**src/rtl/aes_pkg.sv**
```systemverilog
// Shared AES constants, FSM encoding and GF(2^8) byte helpers for the cipher blocks.
package aes_pkg;

    localparam int NUM_ROUNDS = 10;
    localparam int W_WIDTH    = 128 * (NUM_ROUNDS + 1);

    typedef enum logic [1:0] {
        S_IDLE  = 2'd0,
        S_ROUND = 2'd1,
        S_FINAL = 2'd2,
        S_DONE  = 2'd3
    } fsm_e;

    // Byte b of each table sits at bits [2047-8*b -: 8].
    localparam logic [2047:0] SBOX_TBL = {
        128'h637c777bf26b6fc53001672bfed7ab76, 128'hca82c97dfa5947f0add4a2af9ca472c0,
        128'hb7fd9326363ff7cc34a5e5f171d83115, 128'h04c723c31896059a071280e2eb27b275,
        128'h09832c1a1b6e5aa0523bd6b329e32f84, 128'h53d100ed20fcb15b6acbbe394a4c58cf,
        128'hd0efaafb434d338545f9027f503c9fa8, 128'h51a3408f929d38f5bcb6da2110fff3d2,
        128'hcd0c13ec5f974417c4a77e3d645d1973, 128'h60814fdc222a908846eeb814de5e0bdb,
        128'he0323a0a4906245cc2d3ac629195e479, 128'he7c8376d8dd54ea96c56f4ea657aae08,
        128'hba78252e1ca6b4c6e8dd741f4bbd8b8a, 128'h703eb5664803f60e613557b986c11d9e,
        128'he1f8981169d98e949b1e87e9ce5528df, 128'h8ca1890dbfe6426841992d0fb054bb16
    };

    localparam logic [2047:0] INV_SBOX_TBL = {
        128'h52096ad53036a538bf40a39e81f3d7fb, 128'h7ce339829b2fff87348e4344c4dee9cb,
        128'h547b9432a6c2233dee4c950b42fac34e, 128'h082ea16628d924b2765ba2496d8bd125,
        128'h72f8f66486689816d4a45ccc5d65b692, 128'h6c704850fdedb9da5e154657a78d9d84,
        128'h90d8ab008cbcd30af7e45805b8b34506, 128'hd02c1e8fca3f0f02c1afbd0301138a6b,
        128'h3a9111414f67dcea97f2cfcef0b4e673, 128'h96ac7422e7ad3585e2f937e81c75df6e,
        128'h47f11a711d29c5896fb7620eaa18be1b, 128'hfc563e4bc6d279209adbc0fe78cd5af4,
        128'h1fdda8338807c731b11210592780ec5f, 128'h60517fa919b54a0d2de57a9f93c99cef,
        128'ha0e03b4dae2af5b0c8ebbb3c83539961, 128'h172b047eba77d626e169146355210c7d
    };

    function automatic logic [7:0] sbox(input logic [7:0] b);
        return SBOX_TBL[2047 - 8 * int'(b) -: 8];
    endfunction

    function automatic logic [7:0] inv_sbox(input logic [7:0] b);
        return INV_SBOX_TBL[2047 - 8 * int'(b) -: 8];
    endfunction

    // Multiply by x modulo x^8+x^4+x^3+x+1.
    function automatic logic [7:0] xtime(input logic [7:0] b);
        return {b[6:0], 1'b0} ^ (b[7] ? 8'h1b : 8'h00);
    endfunction

    function automatic logic [7:0] gmul_inv_09(input logic [7:0] b);
        logic [7:0] x8;
        x8 = xtime(xtime(xtime(b)));
        return x8 ^ b;
    endfunction

    function automatic logic [7:0] gmul_inv_0b(input logic [7:0] b);
        logic [7:0] x2, x8;
        x2 = xtime(b);
        x8 = xtime(xtime(x2));
        return x8 ^ x2 ^ b;
    endfunction

    function automatic logic [7:0] gmul_inv_0d(input logic [7:0] b);
        logic [7:0] x4, x8;
        x4 = xtime(xtime(b));
        x8 = xtime(x4);
        return x8 ^ x4 ^ b;
    endfunction

    function automatic logic [7:0] gmul_inv_0e(input logic [7:0] b);
        logic [7:0] x2, x4, x8;
        x2 = xtime(b);
        x4 = xtime(x2);
        x8 = xtime(x4);
        return x8 ^ x4 ^ x2;
    endfunction

endpackage

```
**src/rtl/aes_inv_round.sv**
```systemverilog
// One combinational AES inverse round: InvShiftRows, InvSubBytes, AddRoundKey, then
// InvMixColumns unless this is the last round. Byte i is at [127-8*i -: 8], i = row + 4*col.
module aes_inv_round
    import aes_pkg::*;
(
    input  logic [127:0] state_in,
    input  logic [127:0] round_key,
    input  logic         last,
    output logic [127:0] state_out
);

    logic [127:0] shifted;
    logic [127:0] keyed;
    logic [127:0] mixed;

    // InvShiftRows: row r rotates right by r columns
    always_comb begin
        shifted = '0;
        for (int c = 0; c < 4; c++) begin
            for (int r = 0; r < 4; r++) begin
                shifted[127 - 8 * (4 * c + r) -: 8] = state_in[127 - 8 * (4 * ((c - r + 4) % 4) + r) -: 8];
            end
        end
    end

    // InvSubBytes followed by AddRoundKey
    always_comb begin
        keyed = '0;
        for (int i = 0; i < 16; i++) begin
            keyed[127 - 8 * i -: 8] = inv_sbox(shifted[127 - 8 * i -: 8]) ^ round_key[127 - 8 * i -: 8];
        end
    end

    // InvMixColumns on each column with coefficients {0e,0b,0d,09}
    always_comb begin
        logic [7:0] a0, a1, a2, a3;
        mixed = '0;
        for (int c = 0; c < 4; c++) begin
            a0 = keyed[127 - 32 * c -: 8];
            a1 = keyed[119 - 32 * c -: 8];
            a2 = keyed[111 - 32 * c -: 8];
            a3 = keyed[103 - 32 * c -: 8];
            mixed[127 - 32 * c -: 8] = gmul_inv_0e(a0) ^ gmul_inv_0b(a1) ^ gmul_inv_0d(a2) ^ gmul_inv_09(a3);
            mixed[119 - 32 * c -: 8] = gmul_inv_09(a0) ^ gmul_inv_0e(a1) ^ gmul_inv_0b(a2) ^ gmul_inv_0d(a3);
            mixed[111 - 32 * c -: 8] = gmul_inv_0d(a0) ^ gmul_inv_09(a1) ^ gmul_inv_0e(a2) ^ gmul_inv_0b(a3);
            mixed[103 - 32 * c -: 8] = gmul_inv_0b(a0) ^ gmul_inv_0d(a1) ^ gmul_inv_09(a2) ^ gmul_inv_0e(a3);
        end
    end

    assign state_out = last ? keyed : mixed;

endmodule

```
**src/rtl/aes_decrypt.sv**
```systemverilog
// Iterative AES-128 inverse cipher, one round per clock, with trigger/done handshake.
//
// state | meaning
// ------+-----------------------------------------------------------
// IDLE  | waiting for trigger; loads in ^ rk[10] when it arrives
// ROUND | full inverse round with rk[cnt]; cnt counts 9 down to 1
// FINAL | last round without InvMixColumns, rk[0]; updates out
// DONE  | result stored; returns to IDLE, done pulses the cycle after
module aes_decrypt
    import aes_pkg::*;
#(
    parameter int NUM_ROUNDS = aes_pkg::NUM_ROUNDS,
    parameter int W_WIDTH    = 128 * (NUM_ROUNDS + 1)
) (
    input  logic               clk,
    input  logic               reset,
    input  logic [W_WIDTH-1:0] w,
    input  logic [127:0]       in,
    output logic [127:0]       out,
    input  logic               trigger,
    output logic               done,
    output logic               busy,
    output logic [127:0]       stateFlat
);

    fsm_e         fsm_q, fsm_d;
    logic [3:0]   cnt_q, cnt_d;
    logic [127:0] state_q, state_d;
    logic [127:0] out_q, out_d;
    logic         done_q, done_d;
    logic         busy_q, busy_d;
    logic [127:0] rk_sel;
    logic [127:0] round_out;
    logic         last_round;

    // Round key indexed by the counter; counts above NUM_ROUNDS never occur in ROUND/FINAL
    always_comb begin
        rk_sel = '0;
        if (int'(cnt_q) <= NUM_ROUNDS) begin
            rk_sel = w[W_WIDTH - 1 - 128 * int'(cnt_q) -: 128];
        end
    end

    assign last_round = (fsm_q == S_FINAL);

    aes_inv_round u_inv_round (
        .state_in  (state_q),
        .round_key (rk_sel),
        .last      (last_round),
        .state_out (round_out)
    );

    // FSM state register
    always_ff @(posedge clk or negedge reset) begin
        if (!reset) fsm_q <= S_IDLE;
        else        fsm_q <= fsm_d;
    end

    // Datapath, counter and registered handshake outputs
    always_ff @(posedge clk or negedge reset) begin
        if (!reset) begin
            cnt_q   <= '0;
            state_q <= '0;
            out_q   <= '0;
            done_q  <= 1'b0;
            busy_q  <= 1'b0;
        end else begin
            cnt_q   <= cnt_d;
            state_q <= state_d;
            out_q   <= out_d;
            done_q  <= done_d;
            busy_q  <= busy_d;
        end
    end

    // Next-state and datapath update; the last round key rk[NUM_ROUNDS] is w[127:0]
    always_comb begin
        fsm_d   = fsm_q;
        cnt_d   = cnt_q;
        state_d = state_q;
        out_d   = out_q;
        case (fsm_q)
            S_IDLE: begin
                if (trigger) begin
                    state_d = in ^ w[127:0];
                    cnt_d   = 4'(NUM_ROUNDS - 1);
                    fsm_d   = S_ROUND;
                end
            end
            S_ROUND: begin
                case (cnt_q)
                    4'd1: begin
                        state_d = round_out;
                        cnt_d   = cnt_q - 4'd1;
                        fsm_d   = S_FINAL;
                    end
                    4'd2, 4'd3, 4'd4, 4'd5, 4'd6, 4'd7, 4'd8, 4'd9: begin
                        state_d = round_out;
                        cnt_d   = cnt_q - 4'd1;
                    end
                    default: fsm_d = S_IDLE;
                endcase
            end
            S_FINAL: begin
                state_d = round_out;
                out_d   = round_out;
                fsm_d   = S_DONE;
            end
            S_DONE:  fsm_d = S_IDLE;
            default: fsm_d = S_IDLE;
        endcase
    end

    // done follows DONE by one cycle; busy covers the accept edge through that done cycle
    always_comb begin
        done_d = (fsm_q == S_DONE);
        busy_d = (fsm_q == S_DONE) || (fsm_d == S_ROUND) || (fsm_d == S_FINAL) || (fsm_d == S_DONE);
    end

    assign out       = out_q;
    assign done      = done_q;
    assign busy      = busy_q;
    assign stateFlat = state_q;

endmodule

```
**config.mk**
```make
export PLATFORM = sky130hd
export DESIGN_NAME = aes_decrypt
export DESIGN_NICKNAME = d
export VERILOG_FILES = /design/src/rtl/aes_pkg.sv /design/src/rtl/aes_inv_round.sv /design/src/rtl/aes_decrypt.sv
export SDC_FILE = /design/constraint.sdc
export NUM_CORES = 2
export LEC_CHECK = 0
export ABC_CLOCK_PERIOD_IN_PS = 5800
export BUFFER_PORTS_ARGS = -buffer_cell sky130_fd_sc_hd__buf_2
export CAP_MARGIN = 10
export CORE_AREA = 2 2 706 708
export CTS_CLUSTER_DIAMETER = 150
export DETAILED_ROUTE_END_ITERATION = 7
export DIE_AREA = 0 0 708 710
export PLACE_DENSITY_LB_ADDON = 0.25
export SYNTH_ARGS = -nofsm -noshare
export SYNTH_HDL_FRONTEND = slang
export SYNTH_SLANG_ARGS = --single-unit
export TNS_END_PERCENT = 1
```
**constraint.sdc**
```tcl
create_clock -name clk -period 5.8 [get_ports clk]
set_input_delay 0.29 -clock clk [delete_from_list [all_inputs] [get_ports clk]]
set_output_delay 0.29 -clock clk [all_outputs]
set_load 0.02 [all_outputs]
```
==> flow_summary_export.csv <==
group,metric,value,unit
run_status,outcome,"finished, violations left",
run_status,violations,"design-rule violations, negative setup slack",
critical_path,end_kind,"flip-flop",
clocking,numCtsBuffers,50,
place,io_buffers,1796,
worst_hold_path,hold_start,"w[56]",
floorplanning,die_h,710,um
sta,slew_violations,0,
cells_and_area,drive_gt1_share,29.8,%
clocking,clk_transition_reported_paths,0.07,ns
floorplanning,dieWidth,708,um
sta,setup_tns,-0.0254,ns
logic_synthesis,yosys.area_share.adder,4.64,%
clocking,insertion_delay,0.81,ns
run,maxCapViolCount,0,
drt,drt.antenna.violating_nets,0,
floorplanning,start_util,18.2,%
logic_synthesis,synth-xor-area-share,12.8,%
cells_and_area,area_growth,30.9,%
critical_path,cp_common_cell,"buf_4",
clocking,cts_buffer_depth,3,
global_route,grtUsageMet2,49.9,%
logic_synthesis,synth_cells,12110,
logic_synthesis,synth_compound_area_share,32.6,%
global_route,grt_pass1_vias,112727,
sta,hold_slack,0.0401,ns
clocking,tritoncts,"yes",
global_route,track_usage,35.2,%
logic_synthesis,synth.avg_cell_area,7.45,um2
logic_synthesis,synth_nets,13982,
global_route,grt_use_met3,12.6,%
critical_path,crit_arrival,6.42,ns
critical_path,rrSetupSlack,-0.03,ns
critical_path,path_class,"flip-flop to flip-flop",
logic_synthesis,synth.distinct_cells,124,
critical_path,slowest_stage,"o211ai_1",
logic_synthesis,synthMuxAreaShare,13.5,%
floorplanning,die_area,503000,um2
place,place_area,114000,um2
floorplanning,rows,259,
drt,drtIter0Drc,17622,
logic_synthesis,yosysWarnings,0,
sta,hold_violations,0,
global_route,grt_max_degree,142,
logic_synthesis,ys_seq_area_share,7.33,%
critical_path,path_max_fanout,11,
cells_and_area,utilization,23.8,%
clocking,cts_root_buffer,"clkbuf_16",
critical_path,worst-endpoint-required,6.40,ns
global_route,grt_overflow,0,
cells_and_area,num-fill-cells,56133,
worst_hold_path,min_path_type,"input port to flip-flop",
logic_synthesis,ys_ff_latch,264,
critical_path,startpoint_type,"flip-flop",
critical_path,crit_chain,"buf_4 -> ha_1 -> nor2_1 -> a211oi_1 -> a211oi_1 -> nor3_1 -> a2111oi_0 -> nor4_1 -> buf_4 -> xnor2_2 -> xor2_1 -> buf_4 -> xnor2_1 -> xnor2_1 -> xnor2_1 -> o211ai_1 -> buf_4 -> o311ai_1",
sta,setup_viol,1,
global_route,grt_pass1_wl,1190000,um
clocking,htreeDepth,2,
place,globalplace.congestion,1.05,
critical_path,cp_slowest_stage_delay,0.72,ns
sta,skew,0.0842,ns
sta,period_needed,5.83,ns
critical_path,r2r_end,"stateFlat[41]",
sta,maxSlewHeadroom,8.20,%
cells_and_area,final_nets,15997,
drt,vias,123392,
worst_hold_path,hold_depth,4,
sta,timing.final.ws_setup,-0.0254,ns
logic_synthesis,synth-edff-count,0,
clocking,cts_setup_buffers,0,
floorplanning,pin_count,1797,
logic_synthesis,synth_top_family_by_area,"compound AO/OA/AOI/OAI gates",
global_route,top_usage_layer,"met2",
floorplanning,core_area,495000,um2
global_route,antenna_found_initial,502,
logic_synthesis,synthArstFlopShare,100,%
drt,drc_errors,1,
drt,totalWireLength,936000,um
sta,worstMarginPinSlew,1.38,ns
sta,fin_crit_sh,100,%
place,dp_hpwl,780000,um
drt,wl_per_cell,43.0,um
logic_synthesis,yosys.area_share.simple,20.7,%
logic_synthesis,ys.flop_type,"dfrtp_1",
global_route,use_met1,41.9,%
worst_hold_path,hold_end,"stateFlat[56]",
drt,drt_first_pass_iters,8,
sta,clock.fmax,172,MHz
drt,via_per_inst,5.67,
critical_path,r2r_cells,18,
sta,rsz0062_at_grt,"false",
cells_and_area,design_area,118000,um2
critical_path,rr_startpoint,"stateFlat[80]",
logic_synthesis,netlist_area,90200,um2
clocking,cts.sinks,264,
through the flow:
step	setup slack, ns	instances
after floorplan	0.0907	12110
after global placement	-0.0147	20585
after detailed placement	-0.0412	20586
after CTS	0.00706	20690
after global routing	0.0202	21550
final	-0.0254	21778
sequential cells by signal, indices dropped and copies added, names as in the netlist:
register	flops
cnt_q	4
busy	1
stateFlat	128
out	128
fsm_q	2
done	1
cell usage in the layout (no fill, tap or decap), drive strengths merged, types with 65 or more instances in the layout:
master / instances
a31oi: 323
nor2: 827
nand2b: 370
nor2b: 337
mux2: 65
or3: 86
o311ai: 187
ha: 331
o22ai: 117
o211ai: 219
and2: 106
nand3: 261
or2: 87
clkbuf: 68
o221ai: 108
buf: 3319
dfrtp: 264
a21oi: 831
nor3: 341
a2111oi: 67
mux2i: 291
xnor2: 663
o21a: 76
a211oi: 213
a311oi: 198
o21ai: 916
a211o: 77
o31ai: 119
a221oi: 110
xor2: 360
mux4: 377
diode: 1087
nand2: 1086
a21o: 71
inv: 213
logic make-up (layout without fill, tap and decap cells):
family,after synthesis,in the layout
AO/OA/AOI/OAI,4286,4286
AND/OR/NAND/NOR,3811,3811
buffers and inverters,1594,3650
XOR/XNOR,1089,1089
multiplexers,733,733
adder cells (fa/ha/maj),333,333
flip-flops,264,264
other,0,1087
synthesized netlist by cell type, types with 50 or more instances:
master     instances  area, um2
a2111oi_0         66        578
a211o_1           77        674
a211oi_1         211       1580
a21o_1            71        533
a21oi_1          829       4150
a221oi_1         106        928
a311o_1           60        601
a311oi_1         198       1730
a31oi_1          322       2010
and2_1            97        607
and3_1            60        375
buf_1             73        274
buf_2            491       2460
buf_4            108        811
buf_6             61        687
clkbuf_1         617       2320
dfrtp_1          264       6610
ha_1             331       4140
inv_1            177        664
mux2_2            61        687
mux2i_1          291       2910
mux4_2           377       8490
nand2_1         1086       4080
nand2b_1         370       2310
nand3_1          261       1310
nor2_1           814       3060
nor2b_1          337       2110
nor3_1           340       1700
nor3b_1           57        428
o2111ai_1         63        552
o211ai_1         218       1640
o21a_1            76        571
o21ai_0          814       4070
o21ai_1          100        500
o221ai_1         107        937
o22ai_1          112        701
o311ai_0         152       1330
o31ai_1          119        893
o32ai_1           50        438
or3_1             86        538
xnor2_1          597       5230
xnor2_2           55        895
xnor3_1           51       1150
xor2_1           309       2710
layer usage:
layer	vias up	part of all wire, %
met5	-	0.20
met4	214	10
met3	1994	11
met2	8592	41
met1	61649	37
li1	50943	-
area by class of cell:
cell class	instances	area, um2	area share (%)
Multi-Input combinational cell	10252	76200	64.5
Inverter	226	851	0.721
Sequential cell	264	6730	5.70
Timing Repair Buffer	3331	21700	18.4
Tap cell	6525	8160	6.91
Clock inverter	26	293	0.248
Antenna cell	1087	2720	2.30
Clock buffer	67	1410	1.19
how the worst max path moves through the flow:
| stage | start | to | slack, ns | depth (start not counted) |
|---|---|---|---|---|
| floorplan | cnt_q[0] | stateFlat[124] | 0.09 | 28 |
| global placement | cnt_q[1] | stateFlat[49] | -0.01 | 19 |
| global route | cnt_q[1] | stateFlat[100] | 0.02 | 21 |
| CTS | cnt_q[1] | stateFlat[56] | 0.007 | 18 |
| detailed placement | cnt_q[1] | stateFlat[56] | -0.04 | 18 |
| finish | stateFlat[80] | stateFlat[41] | -0.03 | 18 |
worst max-delay path, delay by kind of cell, from the launching register on:
family                   cells  cell delay, ns
XOR/XNOR                     5            1.03
flip-flops                   1            0.34
AND/OR/NAND/NOR              3            1.29
adder cells (fa/ha/maj)      1            0.70
AO/OA/AOI/OAI                5            1.38
buffers and inverters        4            0.86
timing repair:
item | CTS | global route
endpoints found under the hold margin | 57 | 0
hold buffers | 11 | 0
setup endpoints to repair | 0 | 18
gates resized for setup | 0 | 9
Power is not shown: default switching activity piles up to over one toggle a cycle in this logic, so the estimate is an artifact.
